[config.mk]
export PLATFORM = sky130hd
export DESIGN_NAME = serial_addsub_flat
export DESIGN_NICKNAME = d
export VERILOG_FILES = /design/src/rtl/serial_addsub_pkg.sv /design/src/rtl/serial_addsub_if.sv /design/src/rtl/serial_addsub_fa_cell.sv /design/src/rtl/serial_addsub.sv /design/src/flat_wrapper.sv
export SDC_FILE = /design/constraint.sdc
export NUM_CORES = 1
export LEC_CHECK = 0
export ABC_AREA = 1
export CORE_MARGIN = 2
export CORE_UTILIZATION = 35
export DETAILED_ROUTE_END_ITERATION = 12
export PLACE_DENSITY = 0.66
export SYNTH_ARGS = -nofsm -noshare
export SYNTH_HDL_FRONTEND = slang
export SYNTH_SLANG_ARGS = --single-unit
[constraint.sdc]
create_clock -name clk -period 3.04 [get_ports clk]
set_input_delay 0.456 -clock clk [delete_from_list [all_inputs] [get_ports clk]]
set_output_delay 0.456 -clock clk [all_outputs]
set_load 0.03 [all_outputs]
[src/rtl/serial_addsub_pkg.sv]
// -----------------------------------------------------------------------------
// serial_addsub_pkg
// Shared definitions for the bit-serial adder/subtractor:
//   - state_t : FSM state encoding (IDLE / RUN / DONE)
//   - WIDTH_MIN / WIDTH_MAX : legal operand width bounds
// -----------------------------------------------------------------------------
package serial_addsub_pkg;

    typedef enum logic [1:0] {
        ST_IDLE = 2'd0,
        ST_RUN  = 2'd1,
        ST_DONE = 2'd2
    } state_t;

    localparam int WIDTH_MIN = 2;
    localparam int WIDTH_MAX = 32;

endpackage : serial_addsub_pkg

[src/rtl/serial_addsub_if.sv]
// -----------------------------------------------------------------------------
// serial_addsub_if
// Request/result bundle of the bit-serial adder/subtractor.
//   start, sub, a, b       : request side (driven by the master)
//   busy, done, sum,
//   c_out, ovf             : status/result side (driven by the slave)
// Clock and reset are kept as plain ports on the design.
// -----------------------------------------------------------------------------
interface serial_addsub_if #(
    parameter int WIDTH = 8
);
    logic             start;
    logic             sub;
    logic [WIDTH-1:0] a;
    logic [WIDTH-1:0] b;
    logic             busy;
    logic             done;
    logic [WIDTH-1:0] sum;
    logic             c_out;
    logic             ovf;

    modport master (
        output start, sub, a, b,
        input  busy, done, sum, c_out, ovf
    );

    modport slave (
        input  start, sub, a, b,
        output busy, done, sum, c_out, ovf
    );
endinterface : serial_addsub_if

[src/rtl/serial_addsub_fa_cell.sv]
// -----------------------------------------------------------------------------
// fa_cell
// Purely combinational 1-bit full adder.
//   a, b, c_in : addend bits and carry in
//   s          : sum bit
//   c_out      : carry out
// -----------------------------------------------------------------------------
module fa_cell (
    input  logic a,
    input  logic b,
    input  logic c_in,
    output logic s,
    output logic c_out
);

    assign s     = a ^ b ^ c_in;
    assign c_out = (a & b) | (c_in & (a ^ b));

endmodule : fa_cell

[src/rtl/serial_addsub.sv]
// -----------------------------------------------------------------------------
// serial_addsub
// Bit-serial adder/subtractor: one result bit per clock, LSB first, through a
// single full-adder cell plus a carry flip-flop. Subtraction is a + ~b + 1,
// with the +1 coming from the initial carry.
//   clk   : rising-edge clock
//   reset : synchronous, active-high reset (aborts any operation in flight)
//   bus   : slave side of serial_addsub_if
//           start/sub/a/b sampled in IDLE or DONE; busy high in RUN;
//           done one-cycle pulse; sum/c_out/ovf held until next completion.
// Latency: start at edge E0 -> done high from E(WIDTH) to E(WIDTH+1).
// -----------------------------------------------------------------------------
module serial_addsub
    import serial_addsub_pkg::*;
#(
    parameter int WIDTH = 8
) (
    input  logic           clk,
    input  logic           reset,
    serial_addsub_if.slave bus
);

    localparam int                CNT_W    = (WIDTH > 1) ? $clog2(WIDTH) : 1;
    localparam logic [CNT_W-1:0]  LAST_CNT = CNT_W'(WIDTH - 1);

    if ((WIDTH < WIDTH_MIN) || (WIDTH > WIDTH_MAX)) begin : g_bad_width
        $error("serial_addsub: WIDTH out of legal range");
    end

    state_t           state_r;
    logic [WIDTH-1:0] a_sh_r;
    logic [WIDTH-1:0] b_sh_r;
    // Holds the WIDTH-1 result bits produced so far; the MSB comes straight
    // from the cell on the completion edge.
    logic [WIDTH-2:0] res_sh_r;
    logic             carry_r;
    logic [CNT_W-1:0] cnt_r;
    logic             busy_r;
    logic             done_r;
    logic [WIDTH-1:0] sum_r;
    logic             c_out_r;
    logic             ovf_r;

    logic             fa_s_s;
    logic             fa_c_s;
    logic [WIDTH-1:0] res_next_s;

    fa_cell u_fa (
        .a     (a_sh_r[0]),
        .b     (b_sh_r[0]),
        .c_in  (carry_r),
        .s     (fa_s_s),
        .c_out (fa_c_s)
    );

    // New sum bit enters at the top; on the last bit this is the full result.
    assign res_next_s = {fa_s_s, res_sh_r};

    // FSM, datapath shift registers and registered outputs.
    always_ff @(posedge clk) begin
        if (reset) begin
            state_r  <= ST_IDLE;
            a_sh_r   <= {WIDTH{1'b0}};
            b_sh_r   <= {WIDTH{1'b0}};
            res_sh_r <= {(WIDTH-1){1'b0}};
            carry_r  <= 1'b0;
            cnt_r    <= {CNT_W{1'b0}};
            busy_r   <= 1'b0;
            done_r   <= 1'b0;
            sum_r    <= {WIDTH{1'b0}};
            c_out_r  <= 1'b0;
            ovf_r    <= 1'b0;
        end else begin
            case (state_r)
                // DONE accepts a new request exactly like IDLE, which gives
                // back-to-back operation.
                ST_IDLE, ST_DONE: begin
                    done_r <= 1'b0;
                    if (bus.start) begin
                        a_sh_r  <= bus.a;
                        b_sh_r  <= bus.sub ? ~bus.b : bus.b;
                        carry_r <= bus.sub;
                        cnt_r   <= {CNT_W{1'b0}};
                        busy_r  <= 1'b1;
                        state_r <= ST_RUN;
                    end else begin
                        busy_r  <= 1'b0;
                        state_r <= ST_IDLE;
                    end
                end
                ST_RUN: begin
                    a_sh_r   <= {1'b0, a_sh_r[WIDTH-1:1]};
                    b_sh_r   <= {1'b0, b_sh_r[WIDTH-1:1]};
                    res_sh_r <= res_next_s[WIDTH-1:1];
                    carry_r  <= fa_c_s;
                    if (cnt_r == LAST_CNT) begin
                        // carry_r here is the carry into the MSB.
                        sum_r   <= res_next_s;
                        c_out_r <= fa_c_s;
                        ovf_r   <= carry_r ^ fa_c_s;
                        done_r  <= 1'b1;
                        busy_r  <= 1'b0;
                        state_r <= ST_DONE;
                    end else begin
                        cnt_r   <= cnt_r + CNT_W'(1);
                        done_r  <= 1'b0;
                        busy_r  <= 1'b1;
                        state_r <= ST_RUN;
                    end
                end
                default: begin
                    busy_r  <= 1'b0;
                    done_r  <= 1'b0;
                    state_r <= ST_IDLE;
                end
            endcase
        end
    end

    assign bus.busy  = busy_r;
    assign bus.done  = done_r;
    assign bus.sum   = sum_r;
    assign bus.c_out = c_out_r;
    assign bus.ovf   = ovf_r;

endmodule : serial_addsub

[src/flat_wrapper.sv]
// flat-port wrapper written by rule: the top's interface ports become plain ports
module serial_addsub_flat import serial_addsub_pkg::*;
#(
    parameter int WIDTH = 8
)
  (clk, reset, bus_start, bus_sub, bus_a, bus_b, bus_busy, bus_done, bus_sum, bus_c_out, bus_ovf);
  serial_addsub_if #(.WIDTH(WIDTH)) bus_i ();
  input  logic clk;
  input  logic reset;
  input wire logic [$bits(bus_i.start)-1:0] bus_start;
  input wire logic [$bits(bus_i.sub)-1:0] bus_sub;
  input wire logic [$bits(bus_i.a)-1:0] bus_a;
  input wire logic [$bits(bus_i.b)-1:0] bus_b;
  output wire logic [$bits(bus_i.busy)-1:0] bus_busy;
  output wire logic [$bits(bus_i.done)-1:0] bus_done;
  output wire logic [$bits(bus_i.sum)-1:0] bus_sum;
  output wire logic [$bits(bus_i.c_out)-1:0] bus_c_out;
  output wire logic [$bits(bus_i.ovf)-1:0] bus_ovf;
  assign bus_i.start = bus_start;
  assign bus_i.sub = bus_sub;
  assign bus_i.a = bus_a;
  assign bus_i.b = bus_b;
  assign bus_busy = bus_i.busy;
  assign bus_done = bus_i.done;
  assign bus_sum = bus_i.sum;
  assign bus_c_out = bus_i.c_out;
  assign bus_ovf = bus_i.ovf;
  serial_addsub #(.WIDTH(WIDTH)) u_core (.clk(clk), .reset(reset), .bus(bus_i));
endmodule
==> results of run 1 <==
==> path summary, 6_finish.rpt <==
| kind | startpoint | to | slack (ns) | depth (start not counted) |
|---|---|---|---|---|
| setup / recovery | u_core.state_r[0] | bus_busy | 1.20 | 1 |
| hold / removal | u_core.bus.c_out | u_core.bus.c_out | 0.47 | 2 |
| setup reg to reg | u_core.state_r[0] | u_core.bus.sum[2] | 1.51 | 5 |
| hold reg to reg | u_core.bus.c_out | u_core.bus.c_out | 0.47 | 2 |
==> metrics by stage <==
stage          utilization [%]  cells
2_1_floorplan                -    251
3_3_place_gp              44.0    339
3_5_place_dp              44.0    339
4_1_cts                   46.4    347
5_1_grt                   46.4    347
6_report                  46.4    347
==> synth_stat cells (2+ instances only) <==
cell / count
sky130_fd_sc_hd__buf_4: 4
sky130_fd_sc_hd__dfxtp_1: 40
sky130_fd_sc_hd__buf_2: 4
sky130_fd_sc_hd__nand2_2: 2
sky130_fd_sc_hd__nand3_1: 36
sky130_fd_sc_hd__a21oi_1: 14
sky130_fd_sc_hd__ha_1: 2
sky130_fd_sc_hd__inv_1: 33
sky130_fd_sc_hd__nor2_4: 2
sky130_fd_sc_hd__nand2_1: 62
sky130_fd_sc_hd__nor2_1: 27
sky130_fd_sc_hd__a211oi_1: 2
sky130_fd_sc_hd__o21ai_0: 15
sky130_fd_sc_hd__clkbuf_1: 3
==> where the power goes <==
group	internal, mW	switching (mW)
Combinational	0.0601	0.0840
Sequential	0.552	0.0167
Clock	0.247	0.195
Total	0.859	0.295
==> metal layers <==
metal	track usage, %	wire length [um]
met2	25.1	1660
met5	0	0
met3	4.15	194
met1	20.3	1830
met4	3.57	36
==> cell families after synthesis <==
logic type / share of synthesized area [%]
compound gates: 9.07
xor+xnor: 0.496
fa+ha+maj: 2.55
buf+inv: 10.7
flops: 45.4
simple gates: 31.8
==> final cells by class <==
class / count / area share (%)
Inverter: 34 / 5.75
Clock inverter: 3 / 2.08
Timing Repair Buffer: 32 / 14.3
Tap cell: 67 / 3.77
Sequential cell: 40 / 36.1
Clock buffer: 5 / 3.10
Multi-Input combinational cell: 166 / 34.9
==> state kept, by name, indices dropped and copies added (netlist names) <==
name	count
u_core.a_sh_r	8
u_core.b_sh_r	8
u_core.bus.c_out	1
u_core.bus.done	1
u_core.bus.ovf	1
u_core.bus.sum	8
u_core.carry_r	1
u_core.cnt_r	3
u_core.res_sh_r	7
u_core.state_r	2
==> flow_summary.toml, run 1 <==
[sta]
max_slew_margin_pct = 54.3
final_min_period_over_clock_period_pct = 60.6
maximum_clock_frequency_ghz = 0.543
grt_setup_unrepaired = "false"
finalHoldViolCount = 0
totalNegativeSetupSlack_ns = 0
clock_skew_ns = 0.00329
timing.final.crit_period_ns = 1.84
timing.hold.ws_ns = 0.475
transition_at_the_pin_with_the_smallest_max_transition_slack_ns = 0.685
worst_setup_slack_final_ns = 1.20
slew_violations = 0
setup-violations-final = 0

[synthesis]
synth_edf_count = 0
syn-num-nets = 274
post-synth-top-area-fraction_pct = 45.4
ys_top_cells_by_area = "sky130_fd_sc_hd__dfxtp_1 (45%), sky130_fd_sc_hd__nand2_1 (13%), sky130_fd_sc_hd__nand3_1 (10%)"
synth_flop_cell = "sky130_fd_sc_hd__dfxtp_1"
synth_area_um2 = 1770
yosys.area.top_type = "sky130_fd_sc_hd__dfxtp_1"
synth_cell_types = 19
yosysSeqAreaShare_pct = 45.4
postSynthRegisterBits = 40
postSynthCellCount = 251
syn_avg_cell_area_um2 = 7.03
synth.yosys.warnings = 0
asyncSetResetFlopFracSynth_pct = 0

[route]
antenna_left = 0
drtPass1Iterations = 4
drt_drc_violations_left = 0
viasPerCell = 4.62
detailedRoute.firstIterationViolations = 73
final_routed_wire_length_divided_by_cell_count_um = 10.7
dr_total_vias = 1602
totalWireLength_um = 3720

[final_layout]
layout_common_cells = "sky130_fd_sc_hd__nand2_1 (62), sky130_fd_sc_hd__dfxtp_1 (40), sky130_fd_sc_hd__nand3_1 (36)"
final_design_area_no_fill_um2 = 2220
most_frequent_standard_cell_in_the_layout_excluding_fill_and_tap_cells = "sky130_fd_sc_hd__nand2_1"
area_of_the_multi_input_gates_um2 = 776
post_route_cells_drive_above_1_share_pct = 5.71
regArea_um2 = 801
finish.net_count = 302
nFillCells = 488
insertedDiodeCount = 0
area_growth_syn_to_layout_pct = 25.8

[global_route]
grt_antenna_before_repair = 0
grt_usage_pct = 15.4
grt-ovfl-total = 0
first_global_vias = 1509
grt_pass1_wl_um = 6730
maximum_number_of_pins_on_one_net_before_global_route_repair = 27

[critical_path]
critical_path.n_buffers_inverters = 1
cpMaxStageDelayCell = "sky130_fd_sc_hd__clkdlybuf4s50_1"
cp.required_ns = 2.58
crit_path_max_incr_delay_ns = 0.70
critical_path_arrival_ns = 1.39
critical_path.endpoint_type = "primary output"
startpoint_type = "flip-flop"
critical_path.cell_chain = "clkdlybuf4s50_1"
critPathMaxFanout = 4
cpLargestDelayFamily = "buffers and inverters"
critPathKind = "flip-flop to primary output"

[floorplan]
coreArea_um2 = 4790
die_height_um = 75.0
std_cell_rows = 25
design.portCount = 32
start_util_pct = 36.9
die_w_um = 75.0
dieArea_um2 = 5630

[clock_network]
cts_tree = "done"
clock_path_buffers = 2
cts_hold_buf = 0
htreeDepth = 2
clk_pin_slew_worst_paths_ns = 0.08
cts.sinks = 40
clock_insertion_delay_worst_skew_ns = 0.29
ctsRootBufferMaster = "sky130_fd_sc_hd__clkbuf_8"
post_cts_resized = 0
cts-buffers-inserted = 5
cts_setup_buffers = 0

[placed_design]
placedInstanceArea_um2 = 2110
place.gp.congestion = 0.752
post_dp_hpwl_um = 2400
io_buffers = 31
placement.setup.worst_slack_ns = 0.922

[pwr]
fin_total_pwr_mw = 1.15
vdd.ir_drop.worst_v = 0.000243
static-leakage-power_nw = 1.03
power_density_nw_per_um2 = 520

[run_status]
result_of_the_run = "complete, no violations"

[worst_hold_path]
worstHoldPathType = "flip-flop to flip-flop"

[flow_run]
cap_viol_max_count = 0
(Power assumes the default switching activity.)
==> run 2, diff against run 1 <==
clock period = 1.7 ns   (was 3.04 ns; I/O delays follow)
==> flow_summary.toml, run 2 (synthesis gave the netlist of run 1 again) <==
[run_status]
result_of_the_run = "complete, no violations"

[critical_path]
critical_path_arrival_ns = 1.30
critical_path.endpoint_type = "primary output"
cpMaxStageDelayCell = "sky130_fd_sc_hd__clkdlybuf4s50_1"
crit_path_max_incr_delay_ns = 0.67
critical_path.n_buffers_inverters = 1
critPathKind = "flip-flop to primary output"
cpLargestDelayFamily = "buffers and inverters"
critPathMaxFanout = 2
cp.required_ns = 1.44
critical_path.cell_chain = "clkdlybuf4s50_1"
ff2ff_setup_slack_ns = 0.33
startpoint_type = "flip-flop"

[sta]
max_slew_margin_pct = 65.8
worst_setup_slack_final_ns = 0.142
slew_violations = 0
setup-violations-final = 0
totalNegativeSetupSlack_ns = 0
maximum_clock_frequency_ghz = 0.642
transition_at_the_pin_with_the_smallest_max_transition_slack_ns = 0.511
timing.final.crit_period_ns = 1.56
clock_skew_ns = 0.00660
grt_setup_unrepaired = "false"
finalHoldViolCount = 0
final_min_period_over_clock_period_pct = 91.6
timing.hold.ws_ns = 0.477

[pwr]
fin_total_pwr_mw = 2.05
power_density_nw_per_um2 = 907
vdd.ir_drop.worst_v = 0.000553
static-leakage-power_nw = 1.06

[clock_network]
cts_setup_buffers = 0
cts_tree = "done"
clock_path_buffers = 2
cts_hold_buf = 0
cts.sinks = 40
clk_pin_slew_worst_paths_ns = 0.08
htreeDepth = 2
clock_insertion_delay_worst_skew_ns = 0.29
cts-buffers-inserted = 5
post_cts_resized = 0
ctsRootBufferMaster = "sky130_fd_sc_hd__clkbuf_8"

[floorplan]
die_height_um = 75.0
dieArea_um2 = 5630
start_util_pct = 36.9
std_cell_rows = 25
die_w_um = 75.0
coreArea_um2 = 4790
design.portCount = 32

[route]
dr_total_vias = 1600
drtPass1Iterations = 4
viasPerCell = 4.55
antenna_left = 0
final_routed_wire_length_divided_by_cell_count_um = 10.2
totalWireLength_um = 3610
detailedRoute.firstIterationViolations = 69
drt_drc_violations_left = 0

[final_layout]
nFillCells = 516
most_frequent_standard_cell_in_the_layout_excluding_fill_and_tap_cells = "sky130_fd_sc_hd__nand2_1"
regArea_um2 = 801
area_growth_syn_to_layout_pct = 27.9
post_layout_instance_count_excluding_filler_cells = 352
post_route_cells_drive_above_1_share_pct = 7.37
insertedDiodeCount = 0
area_of_the_multi_input_gates_um2 = 776
layout_common_cells = "sky130_fd_sc_hd__nand2_1 (62), sky130_fd_sc_hd__dfxtp_1 (40), sky130_fd_sc_hd__nand3_1 (36)"
finish.net_count = 307

[global_route]
grt-ovfl-total = 0
grt_usage_pct = 14.7
maximum_number_of_pins_on_one_net_before_global_route_repair = 22
grt_antenna_before_repair = 0
grt_pass1_wl_um = 6340
first_global_vias = 1423

[placed_design]
placement.setup.worst_slack_ns = 0.144
io_buffers = 31
place.gp.congestion = 0.792
post_dp_hpwl_um = 2460
numPlacedInstances = 344

[flow_run]
cap_viol_max_count = 0

[worst_hold_path]
worstHoldPathType = "flip-flop to flip-flop"
[run 2: changes by cell type in the layout (fill, tap and decap cells not counted)]
cell	delta
sky130_fd_sc_hd__buf_4	+5
sky130_fd_sc_hd__inv_6	-1
sky130_fd_sc_hd__clkinv_2	+1
sky130_fd_sc_hd__dlymetal6s2s_1	+1
sky130_fd_sc_hd__clkdlybuf4s50_1	-1
[run 2: routing by layer]
metal	wire length [um]	share of wire, %	GRT usage [%]
met2	1680	47	24.4
met3	141	3.9	3.61
met5	0	0	0
met1	1730	48	18.4
met4	61	1.7	5.95
[run 2: cell type report]
type,count,area share (%)
inverter,34,5.65
clock buffer,5,3.05
multi-input combinational,166,34.4
clock inverter,3,1.88
sequential,40,35.5
tap,67,3.71
timing repair buffer,37,15.9
[run 2: metrics by stage]
| step | util (%) | cell area (um2) |
|---|---|---|
| finish | 47.2 | 2260 |
| global route | 47.2 | 2260 |
| CTS | 47.1 | 2250 |
| detailed placement | 44.8 | 2140 |
| global placement | 44.8 | 2140 |
| floorplan | - | 1770 |
[run 2: power breakdown]
group	leakage, nW	total, mW	internal, mW	switching (mW)
Sequential	0.327	1.02	0.986	0.0296
Clock	0.0541	0.761	0.434	0.327
Combinational	0.682	0.269	0.117	0.152
Total	1.06	2.05	1.54	0.509
[run 2: path summary, 6_finish.rpt]
kind                            from            endpoint  depth (start not counted)
setup reg to reg   u_core.state_r[0]     u_core.cnt_r[1]                          5
hold / removal    u_core.res_sh_r[2]  u_core.res_sh_r[2]                          2
hold reg to reg   u_core.res_sh_r[2]  u_core.res_sh_r[2]                          2
setup / recovery   u_core.bus.sum[4]          bus_sum[4]                          1
